`config.mk`:
```
export PLATFORM = sky130hd
export DESIGN_NAME = fp16_normalize_pack_flat
export DESIGN_NICKNAME = d
export VERILOG_FILES = /design/src/rtl/fp16_normalize_pack_if.sv /design/src/rtl/fp16_normalize_pack.sv /design/src/flat_wrapper.sv
export SDC_FILE = /design/constraint.sdc
export NUM_CORES = 1
export LEC_CHECK = 0
export BUFFER_PORTS_ARGS = -buffer_cell sky130_fd_sc_hd__buf_2
export CAP_MARGIN = 5
export CORE_MARGIN = 5
export CORE_UTILIZATION = 30
export DETAILED_ROUTE_END_ITERATION = 6
export PLACE_DENSITY = 0.58
export REMOVE_ABC_BUFFERS = 1
export SLEW_MARGIN = 40
export SYNTH_ARGS = -nofsm -noshare
export SYNTH_HDL_FRONTEND = slang
export SYNTH_SLANG_ARGS = --single-unit
export TNS_END_PERCENT = 20
```
`constraint.sdc`:
```
create_clock -name clk -period 2.87 [get_ports clk]
set_input_delay 0 -clock clk [delete_from_list [all_inputs] [get_ports clk]]
set_output_delay 0 -clock clk [all_outputs]
set_load 0.02 [all_outputs]
```
`src/rtl/fp16_normalize_pack_if.sv`:
```
// Handshake bundle for the FP16 normalize/round/pack back end.
// Upstream drives the operand side; downstream drives out_ready.
interface fp16_normalize_pack_if;
    logic        in_valid;
    logic        in_ready;
    logic        in_sign;
    logic [4:0]  in_exp;
    logic [11:0] in_mant;
    logic [2:0]  in_grs;
    logic        out_valid;
    logic        out_ready;
    logic [15:0] out_result;
    logic        out_overflow;
    logic        out_underflow;
    logic        out_inexact;
    logic        out_zero;

    modport master (
        output in_valid, in_sign, in_exp, in_mant, in_grs, out_ready,
        input  in_ready, out_valid, out_result,
        input  out_overflow, out_underflow, out_inexact, out_zero
    );

    modport slave (
        input  in_valid, in_sign, in_exp, in_mant, in_grs, out_ready,
        output in_ready, out_valid, out_result,
        output out_overflow, out_underflow, out_inexact, out_zero
    );
endinterface

```
`src/rtl/fp16_normalize_pack.sv`:
```
// FP16 add/sub back end: normalize the mantissa sum, round to
// nearest-even and pack a binary16 result with status flags.
module fp16_normalize_pack #(
    parameter int MAX_LSHIFT = 11
) (
    input  logic                  clk,
    input  logic                  rst_n,
    fp16_normalize_pack_if.slave  io
);

    localparam int CW = $clog2(MAX_LSHIFT + 1);
    localparam logic [CW-1:0] CNT_MAX = CW'(MAX_LSHIFT);

    typedef enum logic [1:0] {IDLE, NORM, ROUND, OUT} state_e;

    state_e        state_q, state_d;
    logic          sign_q, sign_d;
    logic [5:0]    exp_q, exp_d;
    logic [11:0]   mant_q, mant_d;
    logic          g_q, g_d, r_q, r_d, s_q, s_d;
    logic          zero_q, zero_d;
    logic [CW-1:0] cnt_q, cnt_d;
    logic [15:0]   res_q, res_d;
    logic          ovf_q, ovf_d, unf_q, unf_d;
    logic          inx_q, inx_d, zf_q, zf_d;

    logic          is_zero, do_rsh, do_lsh;
    logic          inc, inexact;
    logic [11:0]   sum, mant_r;
    logic [5:0]    exp_r;

    assign is_zero = (mant_q == 12'd0) && !(g_q | r_q | s_q);
    assign do_rsh  = mant_q[11];
    assign do_lsh  = !do_rsh && !is_zero && !mant_q[10]
                     && (exp_q > 6'd1) && (cnt_q != CNT_MAX);

    // Rounded values; sum cannot exceed 12 bits since bit 11 is clear here.
    assign inc     = g_q & (r_q | s_q | mant_q[0]);
    assign inexact = g_q | r_q | s_q;
    assign sum     = mant_q + 12'(inc);
    assign mant_r  = sum[11] ? {1'b0, sum[11:1]} : sum;
    assign exp_r   = exp_q + 6'(sum[11]);

    always_ff @(posedge clk or negedge rst_n) begin
        if (!rst_n) state_q <= IDLE;
        else        state_q <= state_d;
    end

    always_comb begin
        state_d = state_q;
        unique case (state_q)
            IDLE:  if (io.in_valid) state_d = NORM;
            NORM:  if (!do_lsh)     state_d = ROUND;
            ROUND: state_d = OUT;
            OUT:   if (io.out_ready) state_d = IDLE;
        endcase
    end

    always_comb begin
        io.in_ready      = (state_q == IDLE);
        io.out_valid     = (state_q == OUT);
        io.out_result    = res_q;
        io.out_overflow  = ovf_q;
        io.out_underflow = unf_q;
        io.out_inexact   = inx_q;
        io.out_zero      = zf_q;
    end

    always_comb begin
        sign_d = sign_q;
        exp_d  = exp_q;
        mant_d = mant_q;
        g_d    = g_q;
        r_d    = r_q;
        s_d    = s_q;
        zero_d = zero_q;
        cnt_d  = cnt_q;
        res_d  = res_q;
        ovf_d  = ovf_q;
        unf_d  = unf_q;
        inx_d  = inx_q;
        zf_d   = zf_q;
        unique case (state_q)
            IDLE: begin
                if (io.in_valid) begin
                    sign_d = io.in_sign;
                    exp_d  = {1'b0, io.in_exp};
                    mant_d = io.in_mant;
                    {g_d, r_d, s_d} = io.in_grs;
                    zero_d = 1'b0;
                    cnt_d  = '0;
                end
            end
            NORM: begin
                if (do_rsh) begin
                    mant_d = {1'b0, mant_q[11:1]};
                    g_d    = mant_q[0];
                    r_d    = g_q;
                    s_d    = r_q | s_q;
                    exp_d  = exp_q + 6'd1;
                end else if (is_zero) begin
                    zero_d = 1'b1;
                end else if (do_lsh) begin
                    mant_d = {mant_q[10:0], g_q};
                    g_d    = r_q;
                    r_d    = s_q;
                    exp_d  = exp_q - 6'd1;
                    cnt_d  = cnt_q + 1'b1;
                end
            end
            ROUND: begin
                mant_d = mant_r;
                exp_d  = exp_r;
                ovf_d  = 1'b0;
                unf_d  = 1'b0;
                zf_d   = 1'b0;
                inx_d  = inexact;
                if (zero_q) begin
                    res_d = 16'h0000;
                    zf_d  = 1'b1;
                    inx_d = 1'b0;
                end else if (exp_r >= 6'd31) begin
                    res_d = {sign_q, 5'h1F, 10'h000};
                    ovf_d = 1'b1;
                    inx_d = 1'b1;
                end else if (!mant_r[10]) begin
                    res_d = {sign_q, 5'h00, mant_r[9:0]};
                    unf_d = inexact;
                end else begin
                    res_d = {sign_q, exp_r[4:0], mant_r[9:0]};
                end
            end
            OUT: ;
        endcase
    end

    always_ff @(posedge clk or negedge rst_n) begin
        if (!rst_n) begin
            sign_q <= 1'b0;
            exp_q  <= '0;
            mant_q <= '0;
            g_q    <= 1'b0;
            r_q    <= 1'b0;
            s_q    <= 1'b0;
            zero_q <= 1'b0;
            cnt_q  <= '0;
            res_q  <= '0;
            ovf_q  <= 1'b0;
            unf_q  <= 1'b0;
            inx_q  <= 1'b0;
            zf_q   <= 1'b0;
        end else begin
            sign_q <= sign_d;
            exp_q  <= exp_d;
            mant_q <= mant_d;
            g_q    <= g_d;
            r_q    <= r_d;
            s_q    <= s_d;
            zero_q <= zero_d;
            cnt_q  <= cnt_d;
            res_q  <= res_d;
            ovf_q  <= ovf_d;
            unf_q  <= unf_d;
            inx_q  <= inx_d;
            zf_q   <= zf_d;
        end
    end

endmodule

```
`src/flat_wrapper.sv`:
```
// flat-port wrapper written by rule: the top's interface ports become plain ports
module fp16_normalize_pack_flat 
#(
    parameter int MAX_LSHIFT = 11
)
  (clk, rst_n, io_in_valid, io_in_sign, io_in_exp, io_in_mant, io_in_grs, io_out_ready, io_in_ready, io_out_valid, io_out_result, io_out_overflow, io_out_underflow, io_out_inexact, io_out_zero);
  fp16_normalize_pack_if io_i ();
  input  logic clk;
  input  logic rst_n;
  input wire logic [$bits(io_i.in_valid)-1:0] io_in_valid;
  input wire logic [$bits(io_i.in_sign)-1:0] io_in_sign;
  input wire logic [$bits(io_i.in_exp)-1:0] io_in_exp;
  input wire logic [$bits(io_i.in_mant)-1:0] io_in_mant;
  input wire logic [$bits(io_i.in_grs)-1:0] io_in_grs;
  input wire logic [$bits(io_i.out_ready)-1:0] io_out_ready;
  output wire logic [$bits(io_i.in_ready)-1:0] io_in_ready;
  output wire logic [$bits(io_i.out_valid)-1:0] io_out_valid;
  output wire logic [$bits(io_i.out_result)-1:0] io_out_result;
  output wire logic [$bits(io_i.out_overflow)-1:0] io_out_overflow;
  output wire logic [$bits(io_i.out_underflow)-1:0] io_out_underflow;
  output wire logic [$bits(io_i.out_inexact)-1:0] io_out_inexact;
  output wire logic [$bits(io_i.out_zero)-1:0] io_out_zero;
  assign io_i.in_valid = io_in_valid;
  assign io_i.in_sign = io_in_sign;
  assign io_i.in_exp = io_in_exp;
  assign io_i.in_mant = io_in_mant;
  assign io_i.in_grs = io_in_grs;
  assign io_i.out_ready = io_out_ready;
  assign io_in_ready = io_i.in_ready;
  assign io_out_valid = io_i.out_valid;
  assign io_out_result = io_i.out_result;
  assign io_out_overflow = io_i.out_overflow;
  assign io_out_underflow = io_i.out_underflow;
  assign io_out_inexact = io_i.out_inexact;
  assign io_out_zero = io_i.out_zero;
  fp16_normalize_pack #(.MAX_LSHIFT(MAX_LSHIFT)) u_core (.clk(clk), .rst_n(rst_n), .io(io_i));
endmodule
```
==> out/results.tsv, run 1 <==
stage	metric	value	unit
layout	Final nets	519	
timing	Setup violations, final	0	
synthesis	syn avg cell area	8.857	um^2
route	drt first pass iters	5	
worst_setup_path	CP max FO	3	
power_and_ir_drop	Pwr Total	5.615	mW
worst_setup_path	CP endpoint	u_core.io.out_result[1]	
floorplanning	Die Y	121.4	um
global_route	number of global-route vias before repair	3577	
clock_network	Num CTS Buffers	5	
worst_setup_path	Critical Path Sink Type	flop	
synthesis	synthesized area	3720	um^2
worst_setup_path	Crit. Startpoint	u_core.mant_q[2]	
worst_setup_path	cells along the critical path	nand4_4 > or4_4 > nand2_1 > buf_4 > ha_1 > nand3_1 > xnor2_2 > a2111oi_2 > buf_4 > nand4_1 > o21ai_0	
worst_setup_path	reg2reg end	u_core.io.out_result[1]	
worst_setup_path	FF-to-FF setup slack	110	ps
run_status	status	finished, final reports clean	
run	max cap viols	0	
layout	Multi-input gate area	2161	um^2
synthesis	Distinct cells, synth	73	
route	antenna viol nets, final	0	
synthesis	Post-synth EDFFs	0	
synthesis	FF+latch count, synth	49	
floorplanning	I/O Pins	47	
power_and_ir_drop	P_int	2.777	mW
power_and_ir_drop	clock share of power	0.111	
synthesis	Main synth FF type	dfrtp_1	
timing	Slew Viols, Final	0	
place	PortBufs	46	
global_route	grt ovf	0	
power_and_ir_drop	Sequential Power Share	0.227	
place	GPL Wtd Cong	0.9277	
synthesis	cell count after synthesis	420	
synthesis	post-synthesis xor/xnor area fraction	0.02590	
layout	antenna cell count	0	
worst_setup_path	Worst path depth	11	
synthesis	ys async rst share	1.000	
worst_setup_path	worst setup path class	reg -> reg	
worst_setup_path	CP required	3080	ps
worst_setup_path	Top delay family on crit path	simple AND/OR/NAND/NOR gates	
worst_setup_path	worst r2r path cells	11	
layout	post-route cell area	4422	um^2
power_and_ir_drop	Gate power share	0.662	
layout	share of layout cells above drive strength 1	0.2547	
route	final wirelength	11880	um
global_route	global-route wire length before repair	18840	um
clock_network	CTS sink cnt	49	
global_route	initial antenna violation count	0	
route	vias per cell	5.696	
clock_network	root buf cell	clkbuf_16	
timing	final hold viol count	0	
route	DR DRC count	0	
layout	Area Growth Syn to Fin	18.87	%
place	dpl cell area	4168	um^2
synthesis	largest family of logic cells by synthesized area	compound AO/OA/AOI/OAI gates	
worst_setup_path	WP buf/inv	2	
synthesis	Compound-Gate Fraction of Synth Area	0.2775	
power_and_ir_drop	Sw Ratio	0.5053	
power_and_ir_drop	peak supply drop	0.0006202	V
power_and_ir_drop	PD cells	1270	nW/um^2
timing	Fmax	362.5	MHz
floorplanning	area of the core	12060	um^2
worst_setup_path	critical path's most frequent cell	buf_4	
timing	Clock Skews	5.161	ps
floorplanning	Chip Width	121.4	um
global_route	aggregate global-route resource usage	0.1597	
clock_network	CTS tree	built	
worst_setup_path	slowest cell delay on critical path	540	ps
worst_setup_path	startpoint types	flop	
synthesis	post-synthesis sequential area ratio	0.3296	
floorplanning	die footprint	14730	um^2
timing	worst slew pin tran	556.7	ps
route	routed via count	3708	
floorplanning	row cnt	40	
timing	Worst slew margin	0.6254	
power_and_ir_drop	Pleak	1.838	nW
worst_setup_path	critical path's slowest cell	or4_4	
layout	fill cell total of the finished layout	1270	
worst_hold_path	HP Class	in -> reg	
floorplanning	Initial Util	0.3084	
power_and_ir_drop	NetSw	2.837	mW
clock_network	Clock Pin Slew Worst Setup and Hold Paths	70	ps
worst_setup_path	R2R Path Start	u_core.mant_q[2]	
clock_network	Skew-Pair Late Insertion Delay	290	ps
layout	register area	1226	um^2
worst_setup_path	Worst Path Arrival	2970	ps
synthesis	adder-cell share of the synthesized area	0.04036	
clock_network	H-Tree Depth	2	
timing	Period minus WS final	2758	ps
clock_network	CTS max path bufs	2	
synthesis	Ys Warns	0	
synthesis	Post-Synth Simple-Gate Area	0.1944	
place	hpwl dp	8658	um
synthesis	multiplexer share of the synthesized area	0.03364	
timing	final worst-path cycle share	0.9611	
global_route	pin count of the biggest net entering global routing	39	
route	WL per Instance	18.25	um
route	DR iter-0 viols	320	
[Yosys cell counts, types with 3 or more instances]
library cell / n / area, um^2
or4_1: 3 / 22.52
nor2_1: 30 / 112.6
nor4_1: 9 / 56.30
dfrtp_1: 49 / 1226
a22o_1: 3 / 26.28
o211ai_1: 8 / 60.06
a2111oi_0: 3 / 26.28
o2bb2ai_1: 8 / 70.07
a211oi_1: 8 / 60.06
nand3_1: 12 / 60.06
a32o_1: 3 / 30.03
or3_1: 7 / 43.79
a221oi_1: 3 / 26.28
nand4_1: 11 / 68.82
o21ai_0: 28 / 140.1
inv_1: 23 / 86.33
clkbuf_8: 9 / 123.9
mux2i_1: 8 / 80.08
a31oi_1: 4 / 25.02
mux2_2: 4 / 45.04
nand2_1: 33 / 123.9
o22ai_1: 3 / 18.77
ha_1: 12 / 150.1
a21oi_1: 19 / 95.09
xor2_1: 4 / 35.03
o31ai_1: 11 / 82.58
and2_1: 3 / 18.77
xnor2_1: 7 / 61.31
buf_2: 5 / 25.02
nor3_1: 12 / 60.06
clkbuf_1: 17 / 63.81
o221ai_1: 8 / 70.07
[placed cells by master, fill, tap and decap left out, drive strengths merged, types with 13 or more instances in the layout]
cell type / count
dfrtp: 49
a21oi: 19
inv: 23
buf: 85
o31ai: 13
nand2: 33
nand4: 13
nor2: 30
o21ai: 29
[worst min-delay path by stage]
stage / from / to / slack (ps) / cells past startpoint
after floorplan: rst_n / u_core.cnt_q[0] / -300 / 0
after global placement: rst_n / u_core.io.out_result[2] / 170 / 1
after detailed placement: rst_n / u_core.io.out_result[2] / 20 / 1
after CTS: io_in_exp[4] / u_core.exp_q[4] / 4 / 3
after global routing: io_in_exp[4] / u_core.exp_q[4] / 5 / 3
final: io_in_exp[4] / u_core.exp_q[4] / 0.6 / 3
[sequential cells by signal (all words and copies together), names as in the netlist]
name,count
u_core.io.out_inexact,1
u_core.exp_q,6
u_core.r_q,1
u_core.zero_q,1
u_core.cnt_q,4
u_core.io.out_underflow,1
u_core.sign_q,1
u_core.io.out_zero,1
u_core.mant_q,12
u_core.g_q,1
u_core.state_q,2
u_core.io.out_overflow,1
u_core.s_q,1
u_core.io.out_result,16
[metrics by stage]
stage | std cells | hold WS [ps] | worst slack (ps) | utilization | setup TNS (ps)
after floorplan | 384 | -295.6 | -318.9 | - | -3270
after global placement | 636 | 173.6 | 172.2 | 0.3453 | 0
after detailed placement | 636 | 23.02 | 147.1 | 0.3455 | 0
after CTS | 650 | 3.844 | 102.9 | 0.3632 | 0
after global routing | 651 | 4.715 | -2.609 | 0.3666 | -2.609
final | 651 | 0.5955 | 111.7 | 0.3666 | 0
[layer usage]
layer  wire length [um]  track usage  vias to the layer above
met2               5394       0.2477                      165
met3                834      0.02937                       24
li1                   -            -                     1719
met5                  0            0                        -
met4                310      0.05812                        0
met1               5338       0.2209                     1800
[power by group through the flow]
stage               logic [mW]  clock network [mW]  registers [mW]
floorplan                 2.05                   0            1.51
global placement          3.59                   0            1.27
detailed placement        3.61                   0            1.29
CTS                       3.64               0.640            1.27
global route              4.05               0.666            1.32
finish                    3.71               0.625            1.28
[cell families (layout without fill, tap and decap cells)]
kind of cell             count (synthesis)  count (layout)
AO/OA/AOI/OAI                          139             139
flip-flops                              49              49
XOR/XNOR                                11              11
adder cells (fa/ha/maj)                 12              12
AND/OR/NAND/NOR                        138             138
multiplexers                            12              12
buffers and inverters                   59             122
[worst reg2reg max path, delay by kind of cell, from the launching register on]
family	cells	cell delay (ps)
AO/OA/AOI/OAI	2	490
adder cells (fa/ha/maj)	1	170
flip-flops	1	390
AND/OR/NAND/NOR	5	1090
buffers and inverters	2	340
XOR/XNOR	1	210
[what timing repair did]
item / 4_1_cts / 5_1_grt
setup buffers: 0 / 1
endpoints found under the setup margin: 0 / 16
gates resized for setup: 0 / 7
hold endpoints to repair: 42 / 0
hold buffers: 6 / 0
[area by class of cell]
type / instances / share of cell area
flip-flops and latches: 49 / 0.2773
multi-input cells: 312 / 0.4887
repair buffers: 91 / 0.1324
inverters: 23 / 0.01952
well taps: 168 / 0.04754
clock inverters: 2 / 0.003113
clock buffers: 6 / 0.03141
(Power assumes the default switching activity.)
==> run 2, diff against run 1 <==
--- a/config.mk
+++ b/config.mk
@@ -6,11 +6,12 @@
 export NUM_CORES = 1
 export LEC_CHECK = 0
 export BUFFER_PORTS_ARGS = -buffer_cell sky130_fd_sc_hd__buf_2
-export CAP_MARGIN = 5
+export CELL_PAD_IN_SITES_DETAIL_PLACEMENT = 1
+export CELL_PAD_IN_SITES_GLOBAL_PLACEMENT = 1
 export CORE_MARGIN = 5
 export CORE_UTILIZATION = 30
 export DETAILED_ROUTE_END_ITERATION = 6
-export PLACE_DENSITY = 0.58
+export PLACE_DENSITY = 0.68
 export REMOVE_ABC_BUFFERS = 1
 export SLEW_MARGIN = 40
 export SYNTH_ARGS = -nofsm -noshare
==> constraint.sdc (replaced) <==
create_clock -name clk -period 3.1 [get_ports clk]
set_input_delay 0 -clock clk [delete_from_list [all_inputs] [get_ports clk]]
set_output_delay 0 -clock clk [all_outputs]
set_load 0.02 [all_outputs]
==> run 2 against run 1 <==
- register-to-register slack better by 60 ps
- via count decreased by 1.1%
- combinational power fell by 7.0%
- non-clock buffer count shrank 6
- flip-flop and latch count did not move
- clock skew is 1.4 ps higher
- clock power fell by 10%
- worst hold slack better by 2.0 ps
- sequential power fell by 5%
- power shrank 7.1%
- clock-buffer cell count stayed put
- die area unchanged
- critical endpoint is now u_core.io.out_result[3]
- largest power group unchanged
==> out/results.tsv, run 2 (synthesis gave the netlist of run 1 again) <==
stage	metric	value	unit	change
clock_network	Skew-Pair Late Insertion Delay	290	ps	about the same
timing	final worst-path cycle share	0.9448		-0.01631
layout	Area Growth Syn to Fin	16.72	%	
timing	Fmax	341.4	MHz	-5.8%
route	vias per cell	5.688		-0.13%
layout	commonest non-fill, non-tap cell in the layout	dfrtp_1		
clock_network	CTS tree	built		
worst_setup_path	Worst Path Arrival	3140	ps	+170 ps
timing	final hold viol count	0		unchanged
place	hpwl dp	9747	um	+13%
worst_setup_path	Crit. Startpoint	u_core.mant_q[0]		
layout	most frequent cells in the layout	dfrtp_1 (47), buf_2 (45), buf_4 (35)		
floorplanning	Initial Util	0.3084		unchanged
worst_hold_path	hold path startpoint	io_in_exp[4]		
global_route	aggregate global-route resource usage	0.1808		+0.02113
floorplanning	I/O Pins	47		unchanged
timing	Worst slew margin	0.5002		-0.1253
clock_network	root buf cell	clkbuf_16		
worst_hold_path	HP Class	in -> reg		
floorplanning	row cnt	40		unchanged
power_and_ir_drop	clock share of power	0.108		-0.003
route	antenna viol nets, final	0		unchanged
power_and_ir_drop	Sequential Power Share	0.231		+0.004
global_route	pin count of the biggest net entering global routing	32		-18%
power_and_ir_drop	PD cells	1201	nW/um^2	-5.4%
timing	Clock Skews	6.567	ps	+1.406 ps
power_and_ir_drop	Pleak	1.791	nW	-2.6%
timing	Slew Viols, Final	0		unchanged
worst_setup_path	Critical Path Sink Type	flop		
clock_network	H-Tree Depth	2		unchanged
timing	RSZ-0062 raised after global routing	no		
place	placed cells	632		-0.63%
timing	Period minus WS final	2929	ps	+170.5 ps
timing	Hold WS	2.584	ps	+1.988 ps
timing	setup_tns	0	ps	unchanged
layout	share of layout cells above drive strength 1	0.2411		-0.01357
timing	worst slew pin tran	749.8	ps	+193.0 ps
power_and_ir_drop	Pwr Total	5.214	mW	-7.1%
worst_setup_path	startpoint types	flop		
floorplanning	die footprint	14730	um^2	unchanged
global_route	grt ovf	0		unchanged
place	PortBufs	46		unchanged
clock_network	Num CTS Buffers	5		unchanged
route	WL per Instance	20.51	um	+12%
floorplanning	area of the core	12060	um^2	unchanged
floorplanning	Die Y	121.4	um	unchanged
layout	Final nets	513		-1.2%
route	DR iter-0 viols	220		-31%
layout	Largest register FFs	16		unchanged
clock_network	Clock Pin Slew Worst Setup and Hold Paths	70	ps	about the same
worst_setup_path	CP max FO	10		+7
route	routed via count	3669		-1.1%
clock_network	CTS max path bufs	2		unchanged
timing	Setup violations, final	0		unchanged
global_route	number of global-route vias before repair	3845		+7.5%
route	DR DRC count	0		unchanged
layout	Layout Cells excl Fill	645		-0.92%
power_and_ir_drop	peak supply drop	0.0009485	V	+53%
run_status	status	finished, final reports clean		
worst_setup_path	CP required	3310	ps	+230 ps
global_route	initial antenna violation count	0		unchanged
layout	antenna cell count	0		unchanged
run	max cap viols	0		unchanged
floorplanning	Chip Width	121.4	um	unchanged
power_and_ir_drop	Sw Ratio	0.5210		+0.01563
global_route	global-route wire length before repair	21120	um	+12%
layout	utilization after layout	0.3600		-0.006639
clock_network	CTS sink cnt	49		unchanged
route	final wirelength	13230	um	+11%
worst_setup_path	worst setup path class	reg -> reg		
route	drt first pass iters	4		-1
worst_setup_path	R2R Path Start	u_core.mant_q[0]		
power_and_ir_drop	NetSw	2.717	mW	-4.3%
power_and_ir_drop	Gate power share	0.661		about the same
power_and_ir_drop	P_int	2.498	mW	-10%
place	GPL Wtd Cong	0.8943		-3.6%
==> run 2: final timing paths <==
path,to,slack (ps),cells past startpoint
setup reg to reg,u_core.io.out_result[3],170,11
max in group asynchronous,u_core.mant_q[11],2290,3
hold / removal,u_core.exp_q[4],3,3
setup / recovery,u_core.io.out_result[3],170,11
hold reg to reg,u_core.io.out_inexact,490,1
min in group asynchronous,u_core.mant_q[2],190,2
==> run 2: area by class of cell <==
cell class | instances | area, um^2
Clock buffer | 6 | 128.9
Clock inverter | 2 | 13.76
Fill cell | 1456 | 7720
Inverter | 23 | 86.33
Multi-Input combinational cell | 312 | 2136
Sequential cell | 49 | 1229
Tap cell | 168 | 210.2
Timing Repair Buffer | 85 | 538.0
==> run 2: routing by layer <==
metal | GRT usage | up-vias | share of wire
met1 | 0.2430 | 1838 | 0.46
met2 | 0.2940 | 110 | 0.47
li1 | - | 1699 | -
met4 | 0.06162 | 0 | 0.020
met3 | 0.02937 | 22 | 0.050
met5 | 0 | - | 0
==> run 2: worst max-delay path, cell delays in order (launching register included) <==
cell and delay, ps:
dfrtp_2 450, nand4_4 210, or4_4 580, nand2_2 150, ha_1 160, ha_1 170
xnor2_1 190, nor2_1 120, a2111oi_1 390, buf_4 200, nand4_1 110, o21ai_0 110
==> run 2: metrics by stage <==
stage                     cell area (um^2)  worst slack [ps]
after global placement                4135             178.2
after floorplan                       3440            -88.85
after detailed placement              4135             10.30
final                                 4342             171.2
after global routing                  4342             21.31
after CTS                             4328             2.485
==> run 2: timing repair <==
action / in CTS / in global routing
hold endpoints to repair: 34 / 0
hold buffers: 5 / 0
setup buffers: 0 / 0
resized for setup: 0 / 5
endpoints found under the setup margin: 0 / 18
==> run 2: power groups by stage <==
| stage | Clock [mW] | Sequential [mW] | Combinational [mW] |
|---|---|---|---|
| after floorplan | 0 | 1.40 | 1.89 |
| after global placement | 0 | 1.19 | 3.33 |
| after detailed placement | 0 | 1.21 | 3.41 |
| after CTS | 0.580 | 1.20 | 3.43 |
| after global routing | 0.599 | 1.24 | 3.75 |
| final | 0.562 | 1.21 | 3.45 |
==> run 3, diff against run 2 <==
--- a/config.mk
+++ b/config.mk
@@ -9,9 +9,9 @@
 export CELL_PAD_IN_SITES_DETAIL_PLACEMENT = 1
 export CELL_PAD_IN_SITES_GLOBAL_PLACEMENT = 1
 export CORE_MARGIN = 5
-export CORE_UTILIZATION = 30
+export CORE_UTILIZATION = 45
 export DETAILED_ROUTE_END_ITERATION = 6
-export PLACE_DENSITY = 0.68
+export PLACE_DENSITY = 0.91
 export REMOVE_ABC_BUFFERS = 1
 export SLEW_MARGIN = 40
 export SYNTH_ARGS = -nofsm -noshare
==> run 3 against run 2 <==
- critical path type unchanged
- cell count fell by 9.3%
- clock-buffer cell count rose by 1
- die area fell by 31%
- clock power fell by 30%
- flip-flop and latch count did not move
- wire length fell by 6.2%
- the flow now finishes with violations (hold timing)
==> out/results.tsv, run 3 (synthesis gave the netlist of run 1 again) <==
stage	metric	value	unit	change
global_route	grt ovf	0		unchanged
power_and_ir_drop	peak supply drop	0.0007983	V	-16%
worst_setup_path	FF-to-FF setup slack	100	ps	-80 ps
global_route	initial antenna violation count	0		unchanged
power_and_ir_drop	NetSw	2.659	mW	-2.1%
route	final wirelength	12410	um	-6.2%
timing	worst slew pin tran	655.8	ps	-93.91 ps
global_route	number of global-route vias before repair	3941		+2.5%
worst_setup_path	Critical Path Sink Type	flop		
timing	setup_tns	0	ps	unchanged
route	drt first pass iters	5		+1
timing	RSZ-0062 raised after global routing	no		
worst_hold_path	HP Class	in -> reg		
layout	Final nets	516		+0.58%
route	vias per cell	6.525		+15%
floorplanning	I/O Pins	47		unchanged
clock_network	Num CTS Buffers	5		unchanged
run_status	failing checks	hold timing		
worst_setup_path	worst setup path class	reg -> reg		
global_route	busiest layer in global routing	met2		
clock_network	CTS sink cnt	49		unchanged
power_and_ir_drop	clock share of power	0.078		-0.030
power_and_ir_drop	Sequential Power Share	0.243		+0.012
clock_network	root buf cell	clkbuf_8		
route	routed via count	3817		+4.0%
worst_setup_path	Worst Path Arrival	3240	ps	+100 ps
clock_network	CTS max path bufs	2		unchanged
clock_network	Skew-Pair Late Insertion Delay	310	ps	+20 ps
worst_setup_path	CP max FO	10		unchanged
run_status	status	complete, but fails checks		
layout	antenna cell count	0		unchanged
timing	setup ws final	95.19	ps	-75.98 ps
route	WL per Instance	21.21	um	+3.4%
timing	Period minus WS final	3005	ps	+75.98 ps
floorplanning	Initial Util	0.4573		+0.1489
timing	final worst-path cycle share	0.9693		+0.02451
place	DP Worst Slack	39.64	ps	+29.34 ps
worst_hold_path	Hold Path End	u_core.mant_q[7]		
clock_network	CTS tree	built		
route	DR iter-0 viols	271		+23%
layout	fill cell total of the finished layout	1010		-31%
layout	share of layout cells above drive strength 1	0.2333		-0.007757
worst_setup_path	startpoint types	flop		
worst_setup_path	reg2reg end	u_core.io.out_result[9]		
worst_setup_path	worst r2r path cells	11		unchanged
clock_network	Clock Pin Slew Worst Setup and Hold Paths	100	ps	+30 ps
timing	Worst slew margin	0.5628		+0.06261
route	antenna viol nets, final	0		unchanged
layout	most frequent cells in the layout	dfrtp_1 (46), buf_2 (45), nand2_1 (33), buf_4 (33), nor2_1 (30)		
global_route	aggregate global-route resource usage	0.2443		+0.06352
run	max cap viols	0		unchanged
route	DR DRC count	0		unchanged
layout	Layout Cells excl Fill	585		-9.3%
floorplanning	Chip Width	100.9	um	-17%
clock_network	H-Tree Depth	2		unchanged
timing	Setup violations, final	0		unchanged
worst_hold_path	WHS Path Cells	3		unchanged
global_route	M3 GR Usage	0.03045		+0.001079
place	placed cells	565		-11%
power_and_ir_drop	PD cells	1179	nW/um^2	-1.8%
global_route	met1 Usage GRT	0.3157		+0.07269
floorplanning	Die Y	100.9	um	-17%
power_and_ir_drop	P_int	2.339	mW	-6.4%
timing	Clock Skews	11.54	ps	+4.977 ps
power_and_ir_drop	Pleak	1.766	nW	-1.4%
layout	Area Growth Syn to Fin	13.93	%	
worst_hold_path	hold path startpoint	io_in_mant[7]		
floorplanning	row cnt	33		-18%
timing	Fmax	332.8	MHz	-2.5%
power_and_ir_drop	Gate power share	0.679		+0.018
timing	final hold viol count	1		+1
floorplanning	die footprint	10180	um^2	-31%
global_route	pin count of the biggest net entering global routing	50		+56%
place	PortBufs	46		unchanged
layout	commonest non-fill, non-tap cell in the layout	dfrtp_1		
power_and_ir_drop	Sw Ratio	0.5320		+0.01101
place	hpwl dp	8804	um	-9.7%
floorplanning	area of the core	8134	um^2	-33%
timing	Slew Viols, Final	0		unchanged
global_route	GR Util met2	0.4162		+0.1222
place	GPL Wtd Cong	0.9195		+2.8%
timing	Hold WS	-0.003858	ps	-2.588 ps
global_route	global-route wire length before repair	19960	um	-5.5%
worst_setup_path	R2R Path Start	u_core.mant_q[0]		
worst_setup_path	CP required	3340	ps	+30 ps
layout	Largest register FFs	16		unchanged
==> run 3: final cells by class <==
type,count,area (um^2),area share
Tap cell,105,131.4,0.03100
Timing Repair Buffer,88,573.1,0.1352
Clock inverter,1,7.507,0.001771
Sequential cell,49,1230,0.2902
Inverter,23,86.33,0.02037
Clock buffer,7,76.32,0.01801
Multi-Input combinational cell,312,2133,0.5034
==> run 3: worst max path at each step <==
| stage | start | endpoint | slack, ps | cells past startpoint |
|---|---|---|---|---|
| after global placement | u_core.mant_q[0] | u_core.io.out_result[14] | 280 | 10 |
| after CTS | u_core.mant_q[0] | u_core.io.out_result[9] | 30 | 11 |
| after floorplan | u_core.mant_q[3] | u_core.io.out_result[0] | -90 | 10 |
| after detailed placement | u_core.mant_q[0] | u_core.io.out_result[0] | 40 | 11 |
| after global routing | u_core.mant_q[1] | u_core.io.out_result[9] | 5 | 11 |
| final | u_core.mant_q[0] | u_core.io.out_result[9] | 100 | 11 |
==> run 3: worst max-delay path, cell delays in order, from the launching register on <==
cell	delay (ps)
dfrtp_2	440
nand4_4	200
or4_4	560
nand2_1	130
ha_1	200
ha_1	200
xnor2_1	200
nor2_1	130
a2111oi_1	420
buf_4	220
nand2_1	90
o2bb2ai_1	150
==> run 3: power groups by stage <==
stage                     combinational [mW]  clock, mW  sequential, mW
final                                   3.39      0.391            1.22
after global routing                    3.67      0.428            1.25
after CTS                               3.31      0.400            1.21
after detailed placement                3.28          0            1.22
after global placement                  3.15          0            1.20
after floorplan                         1.89          0            1.40
==> run 3: what timing repair did <==
item                                    4_1_cts  5_1_grt
hold buffers                                 10        0
resized for setup                             0        5
endpoints found under the hold margin        58        0
endpoints found under the setup margin        0       17
buffers inserted                              0        2
==> run 3: through the flow <==
step | util | cell area (um^2) | power (mW) | hold slack (ps)
4_1_cts | 0.5179 | 4213 | 4.923 | 2.346
3_5_place_dp | 0.4953 | 4029 | 4.504 | 76.08
2_1_floorplan | - | 3440 | 3.290 | -295.6
6_report | 0.5210 | 4238 | 4.997 | -0.003858
3_3_place_gp | 0.4950 | 4026 | 4.348 | 235.8
5_1_grt | 0.5210 | 4238 | 5.353 | 18.07
==> run 3: per-layer routing <==
metal,share of wire,routed length (um)
met2,0.49,6094
met3,0.071,882
met4,0.019,237
met1,0.42,5194
met5,0,0
